**src/rtl/fifo_sync.sv**
```systemverilog
// Single-clock FIFO with registered occupancy flags, sticky error flags and a
// selectable read mode (first-word-fall-through or one-cycle registered read).
module fifo_sync #(
  parameter int WIDTH     = 8,
  parameter int DEPTH     = 8,
  parameter int ADDR      = $clog2(DEPTH),
  parameter int AFULL_TH  = DEPTH - 1,
  parameter int AEMPTY_TH = 1,
  parameter int FWFT      = 1
) (
  input  logic             clk,
  input  logic             rst,
  input  logic             wr_en,
  input  logic [WIDTH-1:0] wr_data,
  input  logic             rd_en,
  input  logic             clr_err,
  output logic [WIDTH-1:0] rd_data,
  output logic             rd_valid,
  output logic             full,
  output logic             empty,
  output logic             almost_full,
  output logic             almost_empty,
  output logic [ADDR:0]    count,
  output logic             overflow,
  output logic             underflow
);

  localparam logic [ADDR-1:0] PTR_LAST   = ADDR'(DEPTH - 1);
  localparam logic [ADDR:0]   CNT_FULL   = (ADDR+1)'(DEPTH);
  localparam logic [ADDR:0]   CNT_AFULL  = (ADDR+1)'(AFULL_TH);
  localparam logic [ADDR:0]   CNT_AEMPTY = (ADDR+1)'(AEMPTY_TH);

  logic [WIDTH-1:0] mem [DEPTH];
  logic [ADDR-1:0]  wr_ptr;
  logic [ADDR-1:0]  rd_ptr;
  logic [ADDR:0]    count_nxt;
  logic             wr_acc;
  logic             rd_acc;

  // Acceptance uses the registered flags, so a pop of the last word and a
  // push into an empty FIFO never see each other within the same cycle.
  assign wr_acc = wr_en & ~full;
  assign rd_acc = rd_en & ~empty;

  function automatic logic [ADDR-1:0] ptr_inc(input logic [ADDR-1:0] p);
    return (p == PTR_LAST) ? '0 : p + 1'b1;
  endfunction

  always_comb begin
    count_nxt = count;
    if (wr_acc && !rd_acc) begin
      count_nxt = count + 1'b1;
    end else if (rd_acc && !wr_acc) begin
      count_nxt = count - 1'b1;
    end
  end

  always_ff @(posedge clk) begin
    if (rst) begin
      wr_ptr       <= '0;
      rd_ptr       <= '0;
      count        <= '0;
      full         <= 1'b0;
      empty        <= 1'b1;
      almost_full  <= (CNT_AFULL == '0);
      almost_empty <= 1'b1;
      overflow     <= 1'b0;
      underflow    <= 1'b0;
    end else begin
      if (wr_acc) begin
        wr_ptr <= ptr_inc(wr_ptr);
      end
      if (rd_acc) begin
        rd_ptr <= ptr_inc(rd_ptr);
      end
      count        <= count_nxt;
      full         <= (count_nxt == CNT_FULL);
      empty        <= (count_nxt == '0);
      almost_full  <= (count_nxt >= CNT_AFULL);
      almost_empty <= (count_nxt <= CNT_AEMPTY);
      // A new error event wins over a simultaneous clear.
      overflow     <= (overflow & ~clr_err) | (wr_en & full);
      underflow    <= (underflow & ~clr_err) | (rd_en & empty);
    end
  end

  // Storage is deliberately not reset; the pointers guard stale contents.
  always_ff @(posedge clk) begin
    if (!rst && wr_acc) begin
      mem[wr_ptr] <= wr_data;
    end
  end

  generate
    if (FWFT != 0) begin : g_fwft
      assign rd_data  = empty ? '0 : mem[rd_ptr];
      assign rd_valid = ~empty;
    end else begin : g_reg
      logic [WIDTH-1:0] rd_q;
      logic             rd_v;

      always_ff @(posedge clk) begin
        if (rst) begin
          rd_q <= '0;
          rd_v <= 1'b0;
        end else begin
          rd_v <= rd_acc;
          if (rd_acc) begin
            rd_q <= mem[rd_ptr];
          end
        end
      end

      assign rd_data  = rd_q;
      assign rd_valid = rd_v;
    end
  endgenerate

endmodule

```
**config.mk**
```make
export PLATFORM = sky130hd
export DESIGN_NAME = fifo_sync
export DESIGN_NICKNAME = d
export VERILOG_FILES = /design/src/rtl/fifo_sync.sv
export SDC_FILE = /design/constraint.sdc
export NUM_CORES = 1
export LEC_CHECK = 0
export CORE_MARGIN = 8
export CORE_UTILIZATION = 38
export DETAILED_ROUTE_END_ITERATION = 6
export HOLD_SLACK_MARGIN = 0.08
export PLACE_DENSITY_LB_ADDON = 0.08
export RECOVER_POWER = 100
export SYNTH_ARGS = -nofsm -noshare
export SYNTH_HDL_FRONTEND = slang
export SYNTH_SLANG_ARGS = --single-unit
export TNS_END_PERCENT = 20
```
**constraint.sdc**
```tcl
create_clock -name clk -period 2.7 [get_ports clk]
set_clock_uncertainty 0.05 [all_clocks]
set_input_delay 0.54 -clock clk [delete_from_list [all_inputs] [get_ports clk]]
set_output_delay 0.54 -clock clk [all_outputs]
set_load 0.02 [all_outputs]
```
==> run metrics, run 1 <==
placed inst area 3940 um^2; Rows 34; vias in the first global route 2095; Worst R2R Start full; # IOs 32; final hold vios 0; Die Width 111 um; GPL Wtd Cong 0.768; CTS clk-pin slew, worst paths 0.08 ns; drt initial violations 57; Power per Cell Area between 800 and 900 nW/um^2; most frequent cell after synthesis edfxtp_1; die height 111 um; clock sink total 83; DRT Wirelength ~6800 um; largest net degree at the start of global routing 17; #FFs+latches synth 83; clk root buf clkbuf_8; Worst Hold Path EP overflow; gr ovfl total 0; P&R area growth vs syn 18.6%; Synthesized Nets 226; Synth Area per Inst 16.5 um^2; DR vias/cell 5.08; H-Tree Depth 3; Antenna Cells 0; list of most frequent post-synthesis cells 64 x edfxtp_1, 19 x dfxtp_1, 19 x nor2_1, 16 x mux4_2, 9 x a21oi_1; Worst Path Class, Setup reg2out; R2R depth 6; status completed; r2r endpoint empty; Core ar. 8720 um^2; Post-CTS Resized 8; ys async rst share 0%; Startpoint Class register; DR pass1 iterations 4; Synth Flop Type edfxtp_1; final setup vio count 0; Leakage about 1.4 nW; Ys Warns 0; Critical Path End Type output port; Worst Hold Launch overflow; Max stage delay on crit path approximately 0.5 ns; # nets final 275; Routed Antenna Nets 0; Crit path required time around 2.1 ns; fin crit period 2.53 ns; PortBufs 31; drt drc 0; post-route cell area 4060 um^2; sequential cell area fraction in the yosys report 67.2%; Worst VDD drop 416 uV; Hold Path Cell Cnt 2; postcts setup bufs 0; Max clock buf depth 2; die area 12300 um^2; register-to-register setup slack 0.66 ns; Final period util 93.7%; setup_tns 0 ns; gr usage total a little under an eighth; DPL Wire Length ~4500 um; cell taking the most area after synthesis edfxtp_1; fmax 395 MHz; share of layout cells above drive strength 1 17.6%; Least-Margin Pin Slew slightly above 0.7 ns; Avg WL per Cell roughly 18 um; total CTS buffers 9; Vias 1875; worst-path fanout max 6; Unique masters post-synth 43; fin. max-slew vios 0; cell at the slowest stage of the critical path mux4_2; clock insertion delay at the later pin of the skew report 0.35 ns; critical path, cell by cell buf_4, mux4_2, mux2i_1, nor2_1, dlygate4sd2_1; RSZ-0062 raised after global routing no; hold buffer count at cts 0; first-pass GRT wire length between 10000 and 15000 um; initial antenna violation count 0; Yosys top cell area share between 50% and 60%; largest cells by area after synthesis edfxtp_1 56%, dfxtp_1 11%, mux4_2 11%; CTS tree done; Worst EP arrival 1.94 ns; Hold Path Class reg2reg; Post-Syn Area 3430 um^2; MaxCap Viol Count 0; initial core utilization 39.3%; EDFF count, synth 64; Mapped Cells between 200 and 250; Max-slew headroom 52.4%
==> worst max-delay path by stage <==
| stage | startpoint | to | slack, ns | cells after the start |
|---|---|---|---|---|
| floorplan | wr_en | mem[0][0] | 0.57 | 4 |
| global placement | register | rd_data[2] | 0.29 | 5 |
| detailed placement | register | rd_data[5] | 0.30 | 5 |
| CTS | register | rd_data[2] | 0.13 | 5 |
| global route | register | rd_data[5] | 0.03 | 5 |
| finish | register | rd_data[4] | 0.17 | 5 |
==> kinds of logic after synthesis <==
logic type | synth area share [%]
compound gates | 5.19
fa+ha+maj | 2.19
buf+inv | 2.37
flops | 67.2
mux | 13.3
simple gates | 9.75
==> routing by layer <==
| layer | routed length, um | part of all wire [%] | global-route usage (%) | vias to the layer above |
|---|---|---|---|---|
| met2 | 3400 | 50 | 18.7 | 36 |
| met5 | 0 | 0 | 0 | - |
| met4 | 91 | 1.3 | 4.86 | 0 |
| met3 | 300 | 4.4 | 4.22 | 7 |
| li1 | - | - | - | 899 |
| met1 | 3010 | 44 | 13.3 | 933 |
==> sequential cells by signal, summed over array words and instances (netlist names), named ones only <==
| name | flops |
|---|---|
| overflow | 1 |
| wr_ptr | 3 |
| almost_empty | 1 |
| count | 4 |
| empty | 1 |
| rd_ptr | 3 |
| underflow | 1 |
| full | 1 |
| almost_full | 1 |
| mem | 64 |
==> report_power, final <==
group	leakage, nW	internal [W]	total, W	switching [W]
clock	0.106	0.000523	0.000965	0.000442
sequential	0.734	0.00144	0.00151	0.0000619
combinational	0.534	0.000365	0.000814	0.000449
==> layout make-up <==
class / count / area [um^2]
inverters: 6 / 22.5
well taps: 108 / 135
clock inverters: 6 / 90.1
multi-input cells: 110 / 996
fillers: 796 / 4660
repair buffers: 46 / 388
flip-flops and latches: 83 / 2300
clock buffers: 10 / 128
==> cell usage in the layout (no fill, tap or decap), types with 6 or more instances in the layout <==
cell,netlist,final
a21oi_1,9,10
clkbuf_1,2,11
clkbuf_8,0,9
dfxtp_1,19,19
dlygate4sd2_1,0,8
dlygate4sd3_1,0,22
edfxtp_1,64,64
ha_1,6,6
inv_1,6,6
mux2i_1,8,8
mux4_2,16,16
nand2_1,7,8
nand3_1,6,7
nor2_1,19,19
==> critical path: cells and delay by family, from the launching register on <==
family                 cells  cell delay [ns]
buffers and inverters      2             0.52
DFF                        1             0.38
muxes                      2             0.64
and+or+nand+nor            1             0.05
==> metrics by stage <==
step / setup WS, ns / util (%) / instances / total power [W] / hold slack, ns
after global placement: 0.288 / 45.2 / 353 / 0.00246 / 0.422
after CTS: 0.130 / 47.5 / 369 / 0.00340 / 0.449
after global routing: 0.0326 / 46.6 / 369 / 0.00346 / 0.485
after floorplan: 0.566 / - / 207 / 0.00212 / 0.400
after detailed placement: 0.296 / 45.2 / 353 / 0.00247 / 0.424
final: 0.171 / 46.6 / 369 / 0.00328 / 0.448
(Power assumes the default switching activity.)
==> run 2: changes to the inputs <==
==> constraint.sdc (replaced) <==
create_clock -name clk -period 2.7 [get_ports clk]
set_clock_uncertainty 0.05 [all_clocks]
set_input_delay 0.27 -clock clk [delete_from_list [all_inputs] [get_ports clk]]
set_output_delay 0.27 -clock clk [all_outputs]
set_load 0.02 [all_outputs]
==> run 2 against run 1 <==
Net effect: worst setup slack got worse by 0.011 ns; count of clock-buffer cells in the layout fell by 1; sequential share of layout area barely moved; non-clock buffer count did not move; critical endpoint is now rd_data[2]; largest cell class unchanged; largest power group unchanged.
==> run metrics, run 2 (synthesized netlist as in run 1, its figures left out) <==
status completed; Max clock buf depth 2 (unchanged); Die Width 111 um (unchanged); Final period util 94.1% (+0.42 points); P&R area growth vs syn 18.5% (about the same); Top Registers mem: 64 flops, count: 4 flops; DR vias/cell 5.01 (-1.3%); Max stage delay on crit path 0.53 ns (+0.03 ns); # nets final 275 (unchanged); drt initial violations 77 (+35%); fmax 394 MHz (-0.45%); Core ar. 8720 um^2 (unchanged); GPL Wtd Cong 0.778 (+1.2%); Vias 1850 (-1.3%); Worst VDD drop 477 uV (+15%); H-Tree Depth 3 (unchanged); Post-CTS Resized 0 (-8); fin. max-slew vios 0 (unchanged); gr usage total 11.5% (-0.014 points); Critical Path End Type output port; die area 12300 um^2 (unchanged); gr ovfl total 0 (unchanged); Gate power share 25.6% (+0.8 points); Max-slew headroom 52.9% (+0.48 points); clock sink total 83 (unchanged); Largest Register mem; critical path, cell by cell buf_4, mux4_2, mux2i_1, nor2_1, clkdlybuf4s50_1; most frequent cells in the layout 64 x edfxtp_1, 21 x dlygate4sd3_1, 19 x nor2_1, 19 x dfxtp_1, 16 x mux4_2; pre-CTS setup slack 0.483 ns (+0.187 ns); Startpoint Class register; worst-path fanout max 11 (+5); DR pass1 iterations 4 (unchanged); final hold vios 0 (unchanged); postcts setup bufs 0 (unchanged); Worst Path Class, Setup reg2out; Least-Margin Pin Slew 0.707 ns (-0.00720 ns); share of layout cells above drive strength 1 19.9% (+2.3 points); Antenna Cells 0 (unchanged); clk root buf clkbuf_8; max reg flops 64 (unchanged); largest net degree at the start of global routing 17 (unchanged); RSZ-0062 raised after global routing no; Worst EP arrival 2.22 ns (+0.28 ns); cell-internal power 0.00227 W (-2.9%); MaxCap Viol Count 0 (unchanged); CTS clk-pin slew, worst paths 0.08 ns (about the same); Rows 34 (unchanged); commonest non-fill, non-tap cell in the layout edfxtp_1; CTS tree done; Final WS setup 0.159 ns (-0.0114 ns); Sw Ratio 29.9% (+0.87 points); die height 111 um (unchanged); Power Total 0.00323 W (-1.7%); vias in the first global route 2072 (-1.1%); clock power share 27.9% (-1.5 points); cell at the slowest stage of the critical path mux4_2; Avg WL per Cell 18.4 um (+0.15%); placed inst area 3930 um^2 (-0.32%); DRT Wirelength 6810 um (+0.15%); Crit path required time 2.38 ns (+0.27 ns); Leakage 1.35 nW (-1.8%); final core utilization 46.5% (about the same); clock insertion delay at the later pin of the skew report 0.34 ns (about the same); drt drc 0 (unchanged); fin crit period 2.54 ns (+0.0114 ns); Hold Path Class reg2reg; register-to-register setup slack 0.54 ns (-0.12 ns); Routed Antenna Nets 0 (unchanged); DPL Wire Length 4400 um (-1.2%); Reg power frac 46.5% (+0.6 points); # IOs 32 (unchanged); initial antenna violation count 0 (unchanged); PortBufs 31 (unchanged); Power per Cell Area 796 nW/um^2 (-1.6%); Sw Pwr 0.000965 W (+1.3%); final setup vio count 0 (unchanged); post-route cell area 4060 um^2 (about the same); hold buffer count at cts 0 (unchanged); first-pass GRT wire length 10800 um (-0.51%); initial core utilization 39.3% (unchanged); total CTS buffers 9 (unchanged); setup_tns 0 ns (unchanged)
-- run 2: changes by cell type in the layout (fill, tap and decap cells not counted), sizes merged, moves of 2 or more --
cell and delta:
inv +2, clkdlybuf4s50 +9, dlygate4sd2 -8, clkbuf -2
-- run 2: worst max-delay path: cells and delay by family (launching register included) --
| family | cells | cell delay [ns] |
|---|---|---|
| DFF | 1 | 0.34 |
| buffers and inverters | 2 | 0.78 |
| and+or+nand+nor | 1 | 0.06 |
| muxes | 2 | 0.69 |
-- run 2: worst paths after layout --
kind,start,depth (start not counted),endpoint
max,register,5,rd_data[2]
min,rd_ptr[1],2,rd_ptr[1]
max reg2reg,empty,6,almost_full
min reg2reg,rd_ptr[1],2,rd_ptr[1]
-- run 2: final cells by class --
type / instances / area (um^2)
repair buffers: 46 / 389
fillers: 785 / 4660
inverters: 6 / 22.5
well taps: 108 / 135
flip-flops and latches: 83 / 2300
clock buffers: 9 / 124
multi-input cells: 110 / 1010
clock inverters: 7 / 76.3
-- run 2: power groups by stage --
stage,sequential [W],clock [W],combinational [W]
floorplan,0.00157,0,0.000549
global placement,0.00154,0,0.000917
detailed placement,0.00153,0,0.000916
CTS,0.00151,0.000925,0.000918
global route,0.00152,0.000978,0.000915
finish,0.00150,0.000900,0.000827
-- run 2: per-layer routing --
metal	vias to the layer above	routed length (um)	GRT usage, %
met3	9	255	3.03
met1	906	3030	13.5
met2	34	3420	18.9
met5	-	0	0
met4	0	107	5.41
li1	901	-	-
-- run 2: through the flow --
stage / hold slack (ns) / instances
finish: 0.427 / 369
global route: 0.461 / 369
CTS: 0.430 / 369
detailed placement: 0.419 / 353
global placement: 0.416 / 353
floorplan: 0.300 / 207
==> run 3: changes to the inputs <==
--- a/config.mk
+++ b/config.mk
@@ -5,7 +5,8 @@
 export SDC_FILE = /design/constraint.sdc
 export NUM_CORES = 1
 export LEC_CHECK = 0
-export CORE_MARGIN = 8
+export CAP_MARGIN = 40
+export CORE_MARGIN = 4
 export CORE_UTILIZATION = 38
 export DETAILED_ROUTE_END_ITERATION = 6
 export HOLD_SLACK_MARGIN = 0.08
==> run 3 against run 2 <==
Net effect: clock power down 8.9%; routed wire length decreased by 2.2%; hold slack better by 0.0083 ns; largest power group unchanged; first-iteration DRC count grew 90%; global-route usage grew 2.4 points; maximum frequency is 2.0% higher; final cell count is 0.54% higher; count of clock-buffer cells in the layout did not move; flip-flop and latch count is the same; critical endpoint is now rd_data[4]; via count up 0.54%.
==> run metrics, run 3 (synthesized netlist as in run 1, its figures left out) <==
met1 Track Usage GR 17.9% (+4.3 points); Vias 1860 (+0.54%); Worst Path Class, Setup reg2out; CTS clk-pin slew, worst paths 0.08 ns (about the same); drt drc 0 (unchanged); Worst VDD drop 377 uV (-21%); commonest non-fill, non-tap cell in the layout edfxtp_1; postcts setup bufs 0 (unchanged); gr ovfl total 0 (unchanged); Hold WS 0.436 ns (+0.00832 ns); DPL Wire Length 4560 um (+3.8%); P&R area growth vs syn 18.3%; Rows 34 (unchanged); DRT Wirelength 6650 um (-2.2%); clock insertion delay at the later pin of the skew report 0.34 ns (about the same); die area 10600 um^2 (-14%); share of layout cells above drive strength 1 18.6% (-1.3 points); Startpoint Class register; Fill cells 801 (+2.0%); Hold Path Cell Cnt 2 (unchanged); cell at the slowest stage of the critical path clkdlybuf4s50_1; gr usage total 13.9% (+2.4 points); hold buffer count at cts 0 (unchanged); GPL Wtd Cong 0.774 (-0.45%); GR Util met2 22.4% (+3.5 points); RSZ-0062 raised after global routing no; # nets final 277 (+0.73%); vias in the first global route 2028 (-2.1%); fin crit period 2.49 ns (-0.0487 ns); Avg WL per Cell 17.9 um (-2.8%); Max-slew headroom 45.5% (-7.4 points); crit path to rd_data[4]; DR pass1 iterations 4 (unchanged); Critical Path End Type output port; initial antenna violation count 0 (unchanged); max reg flops 64 (unchanged); final hold vios 0 (unchanged); Post-CTS Resized 0 (unchanged); Final period util 92.3% (-1.8 points); Max stage delay on crit path 0.54 ns (about the same); fin. max-slew vios 0 (unchanged); total CTS buffers 9 (unchanged); Least-Margin Pin Slew 0.813 ns (+0.106 ns); post-route cell area 4050 um^2 (-0.15%); Leakage 1.33 nW (-1.1%); R2R depth 4 (-2); worst-path fanout max 16 (+5); Hold Path Class reg2reg; setup_tns 0 ns (unchanged); Routed Antenna Nets 0 (unchanged); die height 103 um (-7.2%); CTS tree done; final setup vio count 0 (unchanged); r2r endpoint mem[6][1]; drt initial violations 146 (+90%); critical path depth 5 (unchanged); clk root buf clkbuf_8; Worst R2R Start full; met3 Use GR 3.18% (+0.15 points); first-pass GRT wire length 10600 um (-1.7%); Crit path max-delay family buffers and inverters; largest net degree at the start of global routing 17 (unchanged); Power Total 0.00316 W (-2.2%); Die Width 103 um (-7.2%); Top Registers mem: 64 flops, count: 4 flops; multi-input logic area 1010 um^2 (+0.12%); clock sink total 83 (unchanged); register-to-register setup slack 0.59 ns (+0.05 ns); Core ar. 8760 um^2 (+0.49%); status completed; Crit path required time 2.38 ns (about the same); H-Tree Depth 3 (unchanged); initial core utilization 39.1% (-0.19 points); GR peak layer met2; Worst EP arrival 2.17 ns (-0.05 ns); Power per Cell Area 780 nW/um^2 (-2.0%); critical path, cell by cell buf_12, mux4_2, mux2i_1, nor2_1, clkdlybuf4s50_1; Largest Register mem; most frequent cells in the layout 64 x edfxtp_1, 20 x dlygate4sd3_1, 19 x nor2_1, 19 x dfxtp_1, 16 x mux4_2; PortBufs 31 (unchanged); placed inst area 3950 um^2 (+0.70%); fmax 401 MHz (+2.0%); buffers plus inverters on the worst setup path 2 (unchanged); Max clock buf depth 2 (unchanged); MaxCap Viol Count 0 (unchanged); register area 2300 um^2 (unchanged); # IOs 32 (unchanged); Antenna Cells 0 (unchanged); DR vias/cell 5.01 (about the same)
==> run 3: worst register-to-register path: cells and delay by family, from the launching register on <==
kind	cells	cell delay, ns
buffers and inverters	1	0.51
DFF	1	0.34
and+or+nand+nor	3	0.85
==> run 3: where the power goes <==
part / switching, W / internal (W) / leakage [nW] / total, W
Sequential: 0.0000624 / 0.00144 / 0.734 / 0.00151
Clock: 0.000472 / 0.000348 / 0.0844 / 0.000820
Combinational: 0.000440 / 0.000393 / 0.517 / 0.000833
==> run 3: stage by stage <==
step                util [%]  std cells  setup slack (ns)
global placement        45.1        355             0.514
CTS                     47.2        371             0.148
finish                  46.2        371             0.208
detailed placement      45.1        355             0.475
global route            46.2        371            0.0542
floorplan                  -        207             0.615
==> run 3: final cells by class <==
type                       count  share of cell area (%)
sequential                    83                    56.8
clock inverter                 7                    1.48
tap                          108                    3.33
clock buffer                   9                    3.06
multi-input combinational    110                    24.9
inverter                       6                   0.556
timing repair buffer          48                    9.82
==> run 3: routing by layer <==
layer  share of wire (%)  up-vias
met5                   0        -
met4                 1.9        0
met3                 3.4        9
met2                  49       29
met1                  46      913
li1                    -      909
==> run 3: worst min-delay path by stage <==
stage,from,to,slack [ns]
5_1_grt,rd_ptr[2],rd_ptr[2],0.46
3_5_place_dp,rd_ptr[2],rd_ptr[2],0.43
3_3_place_gp,rd_ptr[2],rd_ptr[2],0.42
2_1_floorplan,rst,count[1],0.30
6_report,rd_ptr[2],rd_ptr[2],0.44
4_1_cts,rd_ptr[2],rd_ptr[2],0.44
